**src/rtl/fetch_mem_responder.sv**
```systemverilog
// Slow byte-wide memory responder for fetch/store handshakes, with a fixed number of wait states.
// Define MEM_WPROT_EN to write-protect addresses below PROT_LIMIT.
module fetch_mem_responder #(
  parameter int unsigned AW          = 8,
  parameter int unsigned WAIT_CYCLES = 1,
  parameter int unsigned PROT_LIMIT  = 16
) (
  input  logic          CLK,
  input  logic          RESET,
  input  logic          FETCH,
  input  logic          STORE_MEM,
  input  logic [AW-1:0] ADDR,
  input  logic [7:0]    DIN,
  output logic [7:0]    DOUT,
  output logic          READY,
  output logic          BUSY,
  output logic          ERR,
  output logic [1:0]    STATE
);

  localparam int unsigned DEPTH = 1 << AW;
  localparam int unsigned CW    = 4;
  localparam int unsigned DW    = 8;

  typedef enum logic [1:0] {
    S_IDLE = 2'b00,
    S_WAIT = 2'b01,
    S_RESP = 2'b10,
    S_ILL  = 2'b11
  } state_t;

  state_t          r_state;
  logic [CW-1:0]   r_cnt;
  logic            r_store;
  logic [AW-1:0]   r_addr;
  logic [DW-1:0]   r_din;
  logic [DW-1:0]   r_dout;
  logic            r_ready;
  logic            r_busy;
  logic            r_err;
  logic [DW-1:0]   r_mem [DEPTH];

  logic            w_req;
  logic            w_accept;
  logic            w_commit;
  logic            w_c_store;
  logic [AW-1:0]   w_c_addr;
  logic [DW-1:0]   w_c_din;
  logic            w_prot;
  logic            w_err;

  // With zero wait states the access is performed on the acceptance edge, straight from the inputs.
  always_comb begin
    w_req     = FETCH || STORE_MEM;
    w_accept  = (r_state == S_IDLE) && w_req;
    w_commit  = ((r_state == S_WAIT) && (r_cnt == CW'(1))) ||
                ((WAIT_CYCLES == 0) && w_accept);
    w_c_store = (r_state == S_IDLE) ? STORE_MEM : r_store;
    w_c_addr  = (r_state == S_IDLE) ? ADDR      : r_addr;
    w_c_din   = (r_state == S_IDLE) ? DIN       : r_din;
`ifdef MEM_WPROT_EN
    w_prot    = w_c_store && ((PROT_LIMIT >= DEPTH) || (w_c_addr < AW'(PROT_LIMIT)));
`else
    // PROT_LIMIT only matters when write protection is built in.
    w_prot    = 1'b0 & (PROT_LIMIT == 0);
`endif
    w_err     = (w_req && ((r_state != S_IDLE) || (FETCH && STORE_MEM))) ||
                (w_commit && w_prot);
  end

  always_ff @(posedge CLK) begin
    if (RESET) begin
      r_state <= S_IDLE;
      r_cnt   <= '0;
      r_store <= 1'b0;
      r_addr  <= '0;
      r_din   <= '0;
      r_dout  <= '0;
      r_ready <= 1'b0;
      r_busy  <= 1'b0;
      r_err   <= 1'b0;
    end else begin
      r_ready <= 1'b0;
      r_err   <= w_err;

      // Memory access happens on the edge that enters RESP.
      if (w_commit) begin
        if (w_c_store) begin
          if (!w_prot) r_mem[w_c_addr] <= w_c_din;
        end else begin
          r_dout <= r_mem[w_c_addr];
        end
      end

      case (r_state)
        S_IDLE: begin
          if (w_req) begin
            r_store <= STORE_MEM;
            r_addr  <= ADDR;
            r_din   <= DIN;
            r_cnt   <= CW'(WAIT_CYCLES);
            r_busy  <= 1'b1;
            if (WAIT_CYCLES == 0) begin
              r_state <= S_RESP;
              r_ready <= 1'b1;
            end else begin
              r_state <= S_WAIT;
            end
          end
        end
        S_WAIT: begin
          r_cnt <= r_cnt - CW'(1);
          if (r_cnt == CW'(1)) begin
            r_state <= S_RESP;
            r_ready <= 1'b1;
          end
        end
        S_RESP: begin
          r_state <= S_IDLE;
          r_busy  <= 1'b0;
        end
        default: begin
          r_state <= S_IDLE;
          r_busy  <= 1'b0;
        end
      endcase
    end
  end

  assign DOUT  = r_dout;
  assign READY = r_ready;
  assign BUSY  = r_busy;
  assign ERR   = r_err;
  assign STATE = r_state;

endmodule
```
**config.mk**
```make
export PLATFORM = sky130hd
export DESIGN_NAME = fetch_mem_responder
export DESIGN_NICKNAME = d
export VERILOG_FILES = /design/src/rtl/fetch_mem_responder.sv
export SDC_FILE = /design/constraint.sdc
export NUM_CORES = 2
export LEC_CHECK = 0
export CAP_MARGIN = 25
export CORE_MARGIN = 2
export CORE_UTILIZATION = 57
export CTS_CLUSTER_SIZE = 24
export DETAILED_ROUTE_END_ITERATION = 12
export PLACE_DENSITY_LB_ADDON = 0.25
export REMOVE_ABC_BUFFERS = 1
export SYNTH_ARGS = -nofsm -noshare
export SYNTH_HDL_FRONTEND = slang
export SYNTH_SLANG_ARGS = --single-unit
```
**constraint.sdc**
```tcl
create_clock -name CLK -period 5.1 [get_ports CLK]
set_input_delay 1.02 -clock CLK [delete_from_list [all_inputs] [get_ports CLK]]
set_output_delay 1.02 -clock CLK [all_outputs]
set_load 0.05 [all_outputs]
```
==> impl_metrics.yaml <==
run_status:
  status: "complete, no violations"
worst_setup_path:
  critPathLaunchType: "flip-flop"
  startpoint: "STATE[0]$_SDFFE_PP0P_"
  r2r-start: "STATE[0]$_SDFFE_PP0P_"
  endpoint: "DOUT[7]$_SDFFE_PP0P_"
  r2r_cells: 12
  r2r_end: "DOUT[7]$_SDFFE_PP0P_"
  worstSetupPathType: "flip-flop to flip-flop"
  reg2reg_slack_ps: 440
  critical_path_arrival_ps: 5330
  critPathCaptureType: "flip-flop"
  critPathRequiredTime_ps: 5770
  critPathMaxFanout: 18
cts:
  clockBufferDepth: 3
  post_cts_buffers: 0
  worstSkewPairLatency_ps: 820
  cts_root_buffer: "clkbuf_16"
  cts_resized: 0
  path_clk_slew_ps: 60
  cts_made_buffers: 196
  cts_tree: "built"
  cts_sinks: 2082
  cts-hold-fix-buffers: 0
  htree_levels: 4
power_and_ir_drop:
  total_power_uw: 38000
  power_density_nw_per_um2: 428
  p_leak_uw: 0.0281
  ir_drop_v: 0.000371
floorplanning:
  core_area_sq_um: 135000
  die_h_um: 374
  rows: 135
  start_util_pct: 57.5
  die_area_sq_um: 140000
  die_w_um: 374
  pin_count: 33
synth:
  synth_warnings: 0
  synth_cell_types: 52
  synth_edf_count: 2048
  synth-seq-cells: 2082
  ys_async_sr_fraction_pct: 0
  post_synth.cell_area_avg_sq_um: 17.3
  synth_top_cell_area_share_pct: 79.0
  synthFlopType: "edfxtp_1"
  synthesis.area_sq_um: 77800
  yosys.area.top_type: "edfxtp_1"
  synthCells: 4501
  yosysSeqAreaShare_pct: 79.9
  synth.area.top_cells: "edfxtp_1 79%, a22oi_1 5.5%, a221oi_1 2.6%, a221o_1 2.4%, nor2_1 1.5%"
global_routing:
  grt_pass1_vias: 44500
  met2_usage_pct: 44.6
  use_met3_pct: 7.81
  grt_max_degree: 137
  grt_use_total_pct: 29.8
  top_usage_layer: "met2"
  grtUsageMet1_pct: 42.6
  grt_pass1_wl_mm: 305
  antenna_found_initial: 2
  gr-total-overflow: 0
job:
  drv_cap: 0
timing:
  whs_ps: 458
  min_period_ps: 4660
  max_freq_mhz: 215
  max_slew_margin_pct: 26.3
  finalCritPeriodShare_pct: 91.4
  rsz0062_at_grt: "no"
  setup_slack_ps: 439
  hold_violations: 0
  drv_slew: 0
  worstMarginPinSlew_ps: 1100
  fin_setup_tns_ps: 0
  setup_violations: 0
  skew_ps: 29.6
finish:
  fillers: 9041
  area_delta_synth_final_pct: 14.0
  finalNetCount: 4810
  final_common_cell: "edfxtp_1"
  drive_above_1_share_pct: 14.5
  final_util_pct: 65.5
  layout_common_cells: "2048 x edfxtp_1, 575 x a22oi_1, 353 x buf_4, 296 x nor2_1, 229 x a221oi_1"
placed_design:
  gp_congestion: 0.878
  hpwl_mm: 128
  dp_slack_ps: -177
  port_buffers: 32
drt:
  postRouteAntennaNets: 0
  drc: 0
  firstDrtPassIters: 6
  wl_per_cell_um: 31.4
  vias: 46400
  drt_iter0_markers: 7211
  vias_per_cell: 6.89
  wl_mm: 211
hold_path:
  hp-class: "flip-flop to flip-flop"
routing by layer:
layer	part of all wire (%)	up-vias	wire length [um]
li1	-	19400	-
met1	39	23600	81500
met2	46	2973	96700
met3	12	385	25600
met4	3.5	0	7340
met5	0	-	0
state kept, by name, indices dropped and copies added (netlist names):
name and count:
DOUT 8, r_din 8, BUSY 1, READY 1, r_store 1, STATE 2, ERR 1, r_addr 8
r_mem 2048, r_cnt 4
synthesized netlist by cell type, types with 3 or more instances:
library cell and number:
nand2_1 144, mux2i_1 4, o21ai_0 26, buf_1 21, dfxtp_1 34, a22oi_1 575, buf_4 45, buf_6 16
and3_1 27, a311oi_1 60, edfxtp_1 2048, a22o_1 32, o41ai_1 7, o311a_1 6, o21ai_1 7, a221oi_1 229
nand3b_1 5, nor4_1 79, nand4_1 7, nand2b_1 3, nor2_1 301, nand3_1 155, nor4b_1 4, nor3_1 10
a221o_1 189, a21oi_1 125, o22ai_1 35, clkbuf_1 112, buf_2 156, a311oi_2 4, o21a_1 3
stage by stage:
step,instance area (sq um),cells
6_report,88700,6733
5_1_grt,88700,6731
4_1_cts,88700,6729
3_5_place_dp,82500,6369
3_3_place_gp,82500,6369
2_1_floorplan,76000,4150
worst max-delay path: stages, from the launching register on:
cell      delay, ps
dfxtp_1         470
nor2_4          620
mux2i_4         540
nand2_4         300
buf_4           330
a221o_1         300
a221oi_1        360
nor4b_1         180
buf_4           180
o41ai_1         400
buf_4           210
o311a_1         410
a311oi_2        150
kinds of logic (layout without fill, tap and decap cells):
| group | after synthesis | in the layout | share of synthesized area [%] |
|---|---|---|---|
| compound gates | 1313 | 1313 | 13.3 |
| fa+ha+maj | 2 | 2 | 0.0321 |
| buf+inv | 353 | 802 | 2.34 |
| flops | 2082 | 2082 | 79.9 |
| mux | 6 | 6 | 0.0804 |
| other cells | 0 | 2 | 0 |
| simple gates | 745 | 745 | 4.34 |
power breakdown:
group          switching (uW)  internal [uW]
clock                    6100           8050
combinational            3210           1300
sequential               37.7          19300
total                    9350          28600
final cells by class:
type | count | area, sq um | area share, %
diodes | 2 | 5.00 | 0.00564
clock buffers | 255 | 5340 | 6.02
clock inverters | 105 | 853 | 0.962
inverters | 2 | 7.51 | 0.00846
multi-input cells | 2066 | 14000 | 15.8
flip-flops and latches | 2082 | 62200 | 70.1
well taps | 1781 | 2230 | 2.51
repair buffers | 440 | 4060 | 4.57
worst min path at each step:
| stage | start | to | slack, ps | depth (start not counted) |
|---|---|---|---|---|
| after floorplan | r_din[0]$_SDFFE_PP0P_ | r_din[0]$_SDFFE_PP0P_ | 430 | 2 |
| after global placement | r_din[7]$_SDFFE_PP0P_ | r_din[7]$_SDFFE_PP0P_ | 440 | 2 |
| after detailed placement | r_din[4]$_SDFFE_PP0P_ | r_din[4]$_SDFFE_PP0P_ | 450 | 2 |
| after CTS | r_din[4]$_SDFFE_PP0P_ | r_din[4]$_SDFFE_PP0P_ | 460 | 2 |
| after global routing | r_din[0]$_SDFFE_PP0P_ | r_din[0]$_SDFFE_PP0P_ | 490 | 2 |
| final | r_din[4]$_SDFFE_PP0P_ | r_din[4]$_SDFFE_PP0P_ | 460 | 2 |
Note: power is estimated with default switching activity, not from simulation.
